File: src/rtl/ex_muldiv_unit.sv
// ex_muldiv_unit -- iterative multiply/divide unit for the EX stage.
//
// Handles mult/multu/div/divu with a 32-step radix-2 datapath (shift-add for
// multiply, restoring shift-subtract for divide). Also handles the HI/LO
// transfers mthi/mtlo/mfhi/mflo.
//
// Ports:
//   Clk            clock, all state updates on posedge
//   Reset          asynchronous active-low reset
//   EX_Valid       a real instruction occupies EX
//   EX_RType       EX instruction is R-type
//   EX_func        function field of the EX instruction
//   EX_ReadData1   rs operand (dividend / multiplier / mthi-mtlo data)
//   EX_ReadData2   rt operand (divisor / multiplicand)
//   MulDiv_Busy    stall request to the hazard unit
//   MulDiv_Result  mfhi/mflo read data (0 for other instructions)
//   HI, LO         architectural HI/LO registers
module ex_muldiv_unit (
  input  logic        Clk,
  input  logic        Reset,
  input  logic        EX_Valid,
  input  logic        EX_RType,
  input  logic [5:0]  EX_func,
  input  logic [31:0] EX_ReadData1,
  input  logic [31:0] EX_ReadData2,
  output logic        MulDiv_Busy,
  output logic [31:0] MulDiv_Result,
  output logic [31:0] HI,
  output logic [31:0] LO
);

  localparam logic [5:0] F_MFHI  = 6'h10;
  localparam logic [5:0] F_MTHI  = 6'h11;
  localparam logic [5:0] F_MFLO  = 6'h12;
  localparam logic [5:0] F_MTLO  = 6'h13;
  localparam logic [5:0] F_MULT  = 6'h18;
  localparam logic [5:0] F_MULTU = 6'h19;
  localparam logic [5:0] F_DIV   = 6'h1A;
  localparam logic [5:0] F_DIVU  = 6'h1B;

  typedef enum logic [1:0] {IDLE, RUN, DONE} state_t;

  state_t      state, state_nx;
  logic [5:0]  cnt;
  logic [31:0] opb;     // |multiplicand| or |divisor|
  logic [31:0] acc;     // product high half / partial remainder
  logic [31:0] shreg;   // multiplier -> product low half / dividend -> quotient
  logic        op_div, neg_q, neg_r, div0;

  // Decode is also gated by Reset so outputs are quiet while reset is held.
  logic dec, is_mul, is_div, start, last_step;
  logic sgn, a_neg, b_neg;

  assign dec       = EX_Valid & EX_RType & Reset;
  assign is_mul    = dec & ((EX_func == F_MULT) | (EX_func == F_MULTU));
  assign is_div    = dec & ((EX_func == F_DIV)  | (EX_func == F_DIVU));
  assign start     = (state == IDLE) & (is_mul | is_div);
  assign last_step = (state == RUN) & (cnt == 6'd31);

  assign MulDiv_Busy = start | (state == RUN);

  // Signed variants (mult, div) have funct bit 0 clear.
  assign sgn   = ~EX_func[0];
  assign a_neg = sgn & EX_ReadData1[31];
  assign b_neg = sgn & EX_ReadData2[31];

  always_comb begin
    MulDiv_Result = '0;
    if (dec && EX_func == F_MFHI) MulDiv_Result = HI;
    if (dec && EX_func == F_MFLO) MulDiv_Result = LO;
  end

  // One radix-2 step, plus the sign-corrected result used on the final step.
  logic [32:0] mul_sum, r_sh;
  logic [31:0] sub, acc_nx, sh_nx, q_fix, r_fix, hi_res, lo_res;
  logic [63:0] prod, prod_fix;
  logic        ge;

  always_comb begin
    mul_sum = {1'b0, acc} + (shreg[0] ? {1'b0, opb} : 33'd0);
    r_sh    = {acc, shreg[31]};
    ge      = r_sh >= {1'b0, opb};
    sub     = 32'(r_sh - {1'b0, opb});
    if (op_div) begin
      acc_nx = ge ? sub : r_sh[31:0];
      sh_nx  = {shreg[30:0], ge};
    end else begin
      acc_nx = mul_sum[32:1];
      sh_nx  = {mul_sum[0], shreg[31:1]};
    end
    prod     = {acc_nx, sh_nx};
    prod_fix = neg_q ? -prod : prod;
    // Divide by zero naturally yields remainder |dividend|; the remainder sign
    // fix then restores the original dividend, so only the quotient is forced.
    q_fix    = div0 ? '1 : (neg_q ? -sh_nx : sh_nx);
    r_fix    = neg_r ? -acc_nx : acc_nx;
    hi_res   = op_div ? r_fix : prod_fix[63:32];
    lo_res   = op_div ? q_fix : prod_fix[31:0];
  end

  always_comb begin
    state_nx = state;
    case (state)
      IDLE:    if (start) state_nx = RUN;
      RUN:     if (cnt == 6'd31) state_nx = DONE;
      DONE:    state_nx = IDLE;
      default: state_nx = IDLE;
    endcase
  end

  always_ff @(posedge Clk or negedge Reset) begin
    if (!Reset) state <= IDLE;
    else        state <= state_nx;
  end

  always_ff @(posedge Clk or negedge Reset) begin
    if (!Reset) begin
      cnt    <= '0;
      opb    <= '0;
      acc    <= '0;
      shreg  <= '0;
      op_div <= 1'b0;
      neg_q  <= 1'b0;
      neg_r  <= 1'b0;
      div0   <= 1'b0;
      HI     <= '0;
      LO     <= '0;
    end else begin
      if (start) begin
        cnt    <= '0;
        acc    <= '0;
        shreg  <= a_neg ? -EX_ReadData1 : EX_ReadData1;
        opb    <= b_neg ? -EX_ReadData2 : EX_ReadData2;
        op_div <= is_div;
        neg_q  <= a_neg ^ b_neg;
        neg_r  <= a_neg;
        div0   <= (EX_ReadData2 == '0);
      end else if (state == RUN) begin
        cnt   <= cnt + 6'd1;
        acc   <= acc_nx;
        shreg <= sh_nx;
      end
      if (last_step) begin
        HI <= hi_res;
        LO <= lo_res;
      end else if (state == IDLE && dec) begin
        if (EX_func == F_MTHI) HI <= EX_ReadData1;
        if (EX_func == F_MTLO) LO <= EX_ReadData1;
      end
    end
  end

endmodule

File: config.mk
export PLATFORM = sky130hd
export DESIGN_NAME = ex_muldiv_unit
export DESIGN_NICKNAME = d
export VERILOG_FILES = /design/src/rtl/ex_muldiv_unit.sv
export SDC_FILE = /design/constraint.sdc
export NUM_CORES = 1
export LEC_CHECK = 0
export ABC_AREA = 1
export BUFFER_PORTS_ARGS = -buffer_cell sky130_fd_sc_hd__buf_2
export CAP_MARGIN = 20
export CELL_PAD_IN_SITES_DETAIL_PLACEMENT = 0
export CELL_PAD_IN_SITES_GLOBAL_PLACEMENT = 1
export CORE_UTILIZATION = 45
export DETAILED_ROUTE_END_ITERATION = 8
export PLACE_DENSITY = 0.87
export SYNTH_ARGS = -nofsm -noshare
export SYNTH_HDL_FRONTEND = slang
export SYNTH_SLANG_ARGS = --single-unit
File: constraint.sdc
create_clock -name Clk -period 7 [get_ports Clk]
set_clock_uncertainty 0.1 [all_clocks]
set_input_delay 1.05 -clock Clk [delete_from_list [all_inputs] [get_ports Clk]]
set_output_delay 1.05 -clock Clk [all_outputs]
set_load 0.05 [all_outputs]
* Word level (Yosys, flattened, before mapping)
Index checks and enable logic that the tools add are counted.
Operators by class: add/subtract/negate cells 8, order comparisons 1, eq/ne operators 12, multiplexer cells 29, bitwise operators 14, reductions and logical operators 12
Operators by type and width (number):
- 32-bit two-way mux | 23
- 32-bit negator | 4
- 64-bit two-way mux | 1
- 64-bit negator | 1
- 6-bit by 5-bit equality test with 1-bit output, second input constant | 9
- 32-bit by 32-bit adder with 33-bit output | 1
- 33-bit by 32-bit greater-or-equal comparator with 1-bit output | 1
- 32-bit zero test | 1
- 32-bit subtractor | 1
- 6-bit two-way mux | 2
- 1-bit bitwise AND | 8
- 2-bit nonzero test | 4
- 6-bit by 1-bit adder with 6-bit output, second input constant | 1
- 2-bit AND reduction | 3
- 2-bit two-way mux | 2
- 1-bit OR | 4
- 2-bit one-hot mux with 2 select lines | 1
- 1-bit logical AND | 3
- 2-bit by 1-bit equality test with 1-bit output, second input constant | 1
- 2-bit zero test | 1
- 2-bit by 1-bit inequality test with 1-bit output, second input constant | 1
- 2-bit inequality test, second input constant | 1
- 1-bit NOT | 1
- 1-bit bitwise XOR | 1
Word-level totals: bits in registers 172, input bits 74, word-level logic and storage cells 87

* Longest topological paths before layout
Gate-level depths: netlist of run 1.
word-level depth 8, gate-level depth with buffers 31, gate-level depth less buffers 31

* Worst setup path after synthesis of run 1
OpenSTA, ideal clock, no wires.
path type input port to output port, start input port EX_func[0], end output port MulDiv_Result[11], data arrival time 3.148 ns, data required time 5.850 ns, path slack 2.702 ns, stages on the path 5, buffers on the path 2, cell sequence clkbuf_1 nor4_1 nand2_1 clkbuf_1 o21ai_0
On the way: word-level cells in the longest chain between the ends 4, elaborated cells between the ends (all ways) 6, those cells by class eq/ne (2); mux (2); reduce/logical (2)
RTL lines:
- start: declaration | RTL line 23 | input logic [5:0] EX_func,
- 6-bit by 5-bit equality test with 1-bit output | RTL line 69 | if (dec && EX_func == F_MFHI) MulDiv_Result = HI;
- 1-bit logical AND | RTL line 69
- 32-bit two-way mux | RTL line 69
- 32-bit two-way mux (*) | RTL line 70 | if (dec && EX_func == F_MFLO) MulDiv_Result = LO;
- end: declaration | RTL line 27 | output logic [31:0] MulDiv_Result,
Every way passes the cells marked *; elsewhere a longest branch is shown, timed or not.

* Worst setup path after layout of run 1
start register acc[1], end register HI[18]
On the way: word-level cells in the longest chain between the ends 7, elaborated cells between the ends (all ways) 12, those cells by class add/sub (4); order compare (1); mux (7)
RTL lines:
- start: declaration | RTL line 46 | logic [31:0] acc;
- start signal: assignment | RTL line 140 | acc <= acc_nx;
- 32-bit subtractor / 33-bit by 32-bit greater-or-equal comparator with 1-bit output (equally long branches) | RTL line 83, 82
- 32-bit two-way mux | RTL line 85 | acc_nx = ge ? sub : r_sh[31:0];
- 32-bit two-way mux | RTL line 84 | if (op_div) begin
- 64-bit negator / 32-bit negator (equally long branches) | RTL line 92, 96
- 64-bit two-way mux / 32-bit two-way mux (equally long branches) | RTL line 92, 96
- 32-bit two-way mux (*) | RTL line 97 | hi_res = op_div ? r_fix : prod_fix[63:32];
- 32-bit two-way mux (*) | RTL line 143 | if (last_step) begin
- end signal: assignment | RTL line 144 | HI <= hi_res;
- end signal: assignment | RTL line 147 | if (EX_func == F_MTHI) HI <= EX_ReadData1;
- end: declaration | RTL line 28 | output logic [31:0] HI,
Marks and branches as above. A chain may end at the register's enable or synchronous reset.

==> impl_metrics.json, run 1 <==
{
  "synth_nets": 3131,
  "cp_slowest_cell": "dfrtp_1",
  "synth-compound-area-share_pct": 16.7,
  "fp.dieW_um": 202,
  "crit_arrival_ps": 5190,
  "syn_avg_cell_area_um2": 6.04,
  "dieArea_um2": 40900,
  "critPathMaxStageDelay_ps": 440,
  "crit_path_start_kind": "flop",
  "postRouteAntennaNets": 0,
  "hold_path_class": "reg -> reg",
  "synth_area_um2": 18000,
  "pre_cts_ws_ps": 2160,
  "hold_start": "cnt[5]",
  "synth_ff_type": "dfrtp_1",
  "crit_fanout": 35,
  "yosysTopAreaCellShare_pct": 23.9,
  "synthCells": 2986,
  "min_period_ps": 4930,
  "dp_hpwl_um": 64000,
  "cts_sinks": 172,
  "first_global_vias": 19600,
  "muxShareOfSynthArea_pct": 0,
  "cp-end-kind": "flop",
  "io_pins": 171,
  "critical_path_required_ps": 7260,
  "p_per_area_nw_per_um2": 486,
  "maxSlewHeadroom_pct": 29.6,
  "nets": 3239,
  "tightest_slew_ps": 1050,
  "grt_max_degree": 71,
  "setup_ws_ps": 2070,
  "synth_edf_count": 0,
  "place_congestion": 1.09,
  "layout-drive-gt1-share_pct": 11.6,
  "firstDrtPassIters": 6,
  "grt_pass1_wl_um": 121000,
  "synth_top_cell_by_area": "dfrtp_1",
  "maxCapViolations": 0,
  "synth_top_family_by_area": "simple AND/OR/NAND/NOR gates",
  "cts_tree": "built",
  "rrSetupSlack_ps": 2070,
  "finalSetupTns_ps": 0,
  "min_period_over_period_pct": 70.4,
  "numCtsBuffers": 17,
  "synth_xor_area_share_pct": 3.54,
  "clock_path_buffers": 2,
  "die_h_um": 202,
  "critPathKind": "reg -> reg",
  "wire_per_inst_um": 22.1,
  "worst-path-buf-inv": 0,
  "crit_family": "simple AND/OR/NAND/NOR gates",
  "post_cts_buffers": 0,
  "leakage_nw": 10.5,
  "h-tree-depth": 4,
  "peakVddDrop_mv": 0.221,
  "clk_pin_slew_ps": 80,
  "ys_seq_area_share_pct": 23.9,
  "area_delta_synth_final_pct": 10.5,
  "outcome": "finished clean",
  "ys_warn_count": 0,
  "synth_cell_types": 62,
  "hold_path_end": "cnt[5]",
  "r2r_end": "HI[18]",
  "antenna_found_initial": 6,
  "core_area_um2": 39100,
  "report.final.slew_viol_count": 0,
  "finalHoldViolations": 0,
  "ys_ff_latch": 172,
  "max_freq_ghz": 0.203,
  "grt_overflow_total": 0,
  "crit_top_cell": "nand2_1",
  "drc": 0,
  "hold_buffers": 0,
  "root_buffer": "clkbuf_16",
  "async_flop_share_pct": 100,
  "drt-total-wl_um": 80200,
  "clock_latency_ps": 490,
  "finalSetupViolCount": 0,
  "holdPathStages": 1,
  "synth-simple-area-share_pct": 38.9,
  "cts_resized": 0,
  "row_count": 72,
  "diodes": 0,
  "via_per_inst": 5.83,
  "synth.area.top_cells": "dfrtp_1 24%, nand2_1 19%, inv_1 8.8%",
  "vias": 21100,
  "start_util_pct": 46.2,
  "rsz0062_at_grt": "no",
  "dr.first_iter.drc_count": 2556,
  "grt.total_usage_pct": 39.4,
  "yosys.area_share.adder_pct": 5.01,
  "worstReg2RegStart": "acc[1]",
  "reg2reg_depth": 28,
  "portBuffers": 170
}
==> registers in the layout (all words and copies together) (netlist names), 2 cells and up <==
name	cells
acc	32
opb	32
LO	32
cnt	6
shreg	32
state	2
HI	32
==> worst max-delay path by stage <==
stage | from | end | slack, ps | cells after the start
6_report | acc[1] | HI[18] | 2070 | 28
5_1_grt | acc[1] | HI[18] | 1650 | 28
4_1_cts | acc[1] | HI[18] | 2150 | 28
3_5_place_dp | opb[8] | HI[18] | 2160 | 29
3_3_place_gp | opb[8] | HI[18] | 2250 | 29
2_1_floorplan | EX_func[0] | MulDiv_Result[11] | 2700 | 5
==> cells in the final DEF, fill, tap and decap left out, types with 7 or more instances in the layout <==
cell type	n
o21ai_2	10
nand3_1	251
dfrtp_1	169
nor2_4	8
nor2_1	258
inv_2	18
clkbuf_16	17
nand3b_1	11
o21ai_0	198
nor3_1	40
a21oi_1	110
o21ai_1	17
o211ai_1	37
nor2_2	23
o22ai_1	43
xor2_1	44
ha_1	69
nand2_2	21
o221ai_1	33
or2_2	8
nand4_1	43
buf_4	25
o21bai_1	13
a21oi_2	7
xnor2_1	29
nand2_1	908
nand3_2	16
buf_2	169
inv_1	423
==> synth_stat cells (13+ instances only) <==
cell type,instances
dfrtp_1,172
nor3_1,41
inv_2,18
nand3_1,251
buf_2,16
o21bai_1,13
o21ai_0,198
o22ai_1,43
nor2_1,262
o221ai_1,33
xor2_1,44
ha_1,69
o211ai_1,37
clkbuf_1,73
o21ai_1,17
nand2_1,908
xnor2_1,29
nand4_1,43
inv_1,423
nand2_2,21
nand3_2,16
a21oi_1,110
nor2_2,20
==> per-stage QoR <==
step | utilization (%) | instances | hold slack (ps) | power, mW | instance area (um^2)
detailed placement | 49.3 | 3592 | 360 | 8.43 | 19300
floorplan | - | 2986 | 340 | 6.34 | 18000
finish | 51.0 | 3625 | 374 | 9.70 | 19900
global route | 51.0 | 3625 | 411 | 10.4 | 19900
global placement | 49.3 | 3592 | 357 | 8.41 | 19300
CTS | 50.9 | 3624 | 370 | 9.53 | 19900
==> kinds of logic (layout without fill, tap and decap cells) <==
| kind of cell | count (synthesis) | after routing |
|---|---|---|
| XOR/XNOR | 73 | 73 |
| AO/OA/AOI/OAI | 501 | 501 |
| buffers and inverters | 550 | 671 |
| adder cells (fa/ha/maj) | 71 | 71 |
| flip-flops | 172 | 172 |
| AND/OR/NAND/NOR | 1619 | 1619 |
==> layout make-up <==
type / instances / area [um^2]
Clock inverter: 12 / 178
Multi-Input combinational cell: 2264 / 11600
Clock buffer: 20 / 457
Sequential cell: 172 / 4310
Tap cell: 518 / 648
Inverter: 443 / 1660
Timing Repair Buffer: 196 / 1070
Fill cell: 4250 / 19200
==> per-layer routing <==
metal / up-vias / track usage (%) / wire length [um]
li1: 9908 / - / -
met1: 9942 / 57.8 / 35900
met2: 1137 / 54.6 / 32200
met3: 148 / 12.0 / 9870
met4: 8 / 11.9 / 2180
met5: - / 0 / 53
==> power breakdown <==
group	internal [mW]	switching, mW	total (mW)
Sequential	1.33	0.410	1.74
Combinational	1.90	4.97	6.87
Clock	0.592	0.499	1.09
(Power assumes the default switching activity.)
==> run 2, diff against run 1 <==
Settings changed: ABC_AREA 1 to 0, PLACE_DENSITY 0.87 to 0.83.
Clock period 7 ns to 5.1 ns, I/O delays scaled along.
==> run 2 against run 1 <==
First-iteration DRC count down 17%. Highest routed layer is now met4. Register-to-register slack got worse by 1900 ps. Critical path type unchanged. Clock-buffer cell count shrank 1. Core utilization up 1.6 points. Critical endpoint is now HI[12]. Setup slack lost 1900 ps. Area after synthesis is 7.7% lower. Largest power group unchanged.
==> impl_metrics.json, run 2 <==
{
  "outcome": "finished clean",
  "cts_sinks": 172,
  "async_flop_share_pct": 100,
  "nets": 2448,
  "drt-total-wl_um": 69500,
  "cp_slowest_cell": "or3_4",
  "ys_ff_latch": 172,
  "firstDrtPassIters": 5,
  "p_sw_mw": 5.55,
  "crit_arrival_ps": 5150,
  "syn_avg_cell_area_um2": 7.83,
  "peakVddDrop_mv": 0.309,
  "synthTopCellsByCount": "313 x nand2_1, 172 x dfrtp_1, 169 x o21ai_0",
  "clkPwrFrac_pct": 13.7,
  "p_per_area_nw_per_um2": 540,
  "row_count": 70,
  "synth_edf_count": 0,
  "start_util_pct": 45.6,
  "finalSetupViolCount": 0,
  "rsz0062_at_grt": "yes",
  "wire_per_inst_um": 24.9,
  "critPathKind": "reg -> reg",
  "intPower_mw": 4.82,
  "synth.area.top_cells": "dfrtp_1 26%, nand2_1 7.1%, ha_1 5.2%",
  "grt_max_degree": 96,
  "report.final.slew_viol_count": 0,
  "portBuffers": 170,
  "crit_path_start_kind": "flop",
  "vias": 18100,
  "maxSlewHeadroom_pct": 25.0,
  "worst-path-buf-inv": 2,
  "mostFrequentLayoutCells": "312 x nand2_1, 170 x dfrtp_1, 169 x buf_2",
  "switching_share_pct": 53.5,
  "critPathMaxStageDelay_ps": 430,
  "area_delta_synth_final_pct": 15.2,
  "core_area_um2": 36500,
  "hold_buffers": 0,
  "p_seq_share_pct": 23.4,
  "clock_latency_ps": 470,
  "layout_commonest_cell": "nand2_1",
  "fillers": 3519,
  "hold_path_class": "in -> async",
  "crit_chain": "inv_1 > ha_1 > a21o_1 > a211o_1 > a21oi_2 > o311a_2 > buf_4 > a31oi_1 > a311oi_2 > ha_1 > o21ai_0 > a311o_1 > or3_4 > or3_4 > o21ai_1 > o21ai_1 > xnor2_1 > o21ai_1",
  "h-tree-depth": 4,
  "postRouteAntennaNets": 0,
  "max_freq_ghz": 0.203,
  "fp.dieW_um": 194,
  "drc": 0,
  "root_buffer": "clkbuf_16",
  "clock_path_buffers": 2,
  "synthCells": 2127,
  "min_period_ps": 4930,
  "crit_fanout": 13,
  "grt_pass1_wl_um": 106000,
  "first_global_vias": 17200,
  "synth_ff_type": "dfrtp_1",
  "antenna_found_initial": 2,
  "instances_no_fill": 2786,
  "dieArea_um2": 37800,
  "place_congestion": 1.06,
  "finalHoldViolations": 0,
  "clk_pin_slew_ps": 70,
  "die_h_um": 194,
  "hold_slack_ps": 103,
  "dp_hpwl_um": 53700,
  "synth_cell_types": 108,
  "crit_top_cell": "o21ai_1",
  "combPwrFrac_pct": 62.9,
  "placed_area_um2": 18500,
  "crit_family": "compound AO/OA/AOI/OAI gates",
  "via_per_inst": 6.51,
  "dr.first_iter.drc_count": 2113,
  "final_util_pct": 52.6,
  "yosysTopAreaCellShare_pct": 25.8,
  "synth_nets": 2272,
  "synth_top_cell_by_area": "dfrtp_1",
  "tightest_slew_ps": 1120,
  "min_period_over_period_pct": 96.7,
  "fin_area_um2": 19200,
  "placed_cells": 2752,
  "ys_warn_count": 0,
  "grt_overflow_total": 0,
  "synth_area_um2": 16700,
  "io_pins": 171,
  "grt.total_usage_pct": 36.7,
  "ys_seq_area_share_pct": 25.8,
  "yosysMostFrequentCell": "nand2_1",
  "maxCapViolations": 0,
  "cp-end-kind": "flop",
  "cts_tree": "built",
  "layout-drive-gt1-share_pct": 18.6,
  "leakage_nw": 8.04,
  "numCtsBuffers": 17,
  "critical_path_required_ps": 5320
}
run 2: cell count changes after synthesis, sizes merged, moves of 21 or more:
cell   before  now
and2        4   41
nand2     933  313
a22o        1   49
or3         0   30
mux2i       0   48
inv       441   71
mux2        0   26
nand3     269   37
xnor2      29   85
nor2      290  134
o31ai       4   25
o22ai      43   10
o21ai     225  183
a32oi       0   32
run 2: worst reg2reg max path, cell delays in order, from the launching register on:
cell      delay (ps)
dfrtp_1          380
inv_1             60
ha_1             310
a21o_1           180
a211o_1          310
a21oi_2          290
o311a_2          280
buf_4            230
a31oi_1          190
a311oi_2         320
ha_1             250
o21ai_0          100
a311o_1          320
or3_4            410
or3_4            430
o21ai_1          150
o21ai_1          110
xnor2_1          270
o21ai_1           90
run 2: layer usage:
layer  GRT usage (%)  vias up  wire length, um
li1                -     8242                -
met1            52.2     8744            30800
met2            55.0     1002            29700
met3            6.68      138             6560
met4            14.3        0             2460
met5               0        -                0
run 2: layout make-up:
class / instances / area, um^2 / area share, %
clock buffer: 19 / 453 / 2.36
sequential: 172 / 4310 / 22.4
tap: 468 / 586 / 3.05
antenna: 2 / 5.00 / 0.0261
timing repair buffer: 285 / 1760 / 9.16
inverter: 72 / 270 / 1.41
multi-input combinational: 1755 / 11700 / 60.8
clock inverter: 13 / 153 / 0.795
run 2: repair_timing:
item,4_1_cts,5_1_grt
gates cloned,0,0
buffers inserted,0,0
setup endpoints to repair,1,18
gates resized for setup,1,22
pin swaps,0,1
run 2: per-stage QoR:
stage | total power [mW] | TNS, ps | setup WS, ps
floorplan | 6.45 | 0 | 504
global placement | 8.65 | -45.7 | -23.4
detailed placement | 8.70 | 0 | 56.2
CTS | 10.1 | 0 | 37.6
global route | 10.9 | -40.2 | -40.2
finish | 10.4 | 0 | 167
run 2: power by group through the flow:
stage / logic, mW / registers [mW] / clock network (mW)
floorplan: 3.57 / 2.88 / 0
global placement: 6.26 / 2.39 / 0
detailed placement: 6.29 / 2.41 / 0
CTS: 6.32 / 2.39 / 1.44
global route: 6.95 / 2.47 / 1.48
finish: 6.53 / 2.42 / 1.42
run 2: cell families (layout without fill, tap and decap cells):
group	Yosys count	in the layout	share of synthesized area [%]
fa+ha+maj	71	71	5.42
flops	172	172	25.8
simple gates	791	791	23.5
xor+xnor	145	145	7.62
buf+inv	200	389	4.91
compound gates	674	674	28.0
other cells	0	2	0
mux	74	74	4.66
run 2: path summary, 6_finish.rpt:
check                      startpoint  endpoint  slack [ps]  cells past startpoint
setup / recovery              opb[30]    HI[12]         170                     18
hold / removal                  Reset   opb[31]         100                      1
setup reg to reg              opb[30]    HI[12]         170                     18
hold reg to reg                cnt[5]    cnt[5]         390                      1
max in group asynchronous       Reset   opb[17]        3630                      2
min in group Clk               cnt[5]    cnt[5]         390                      1
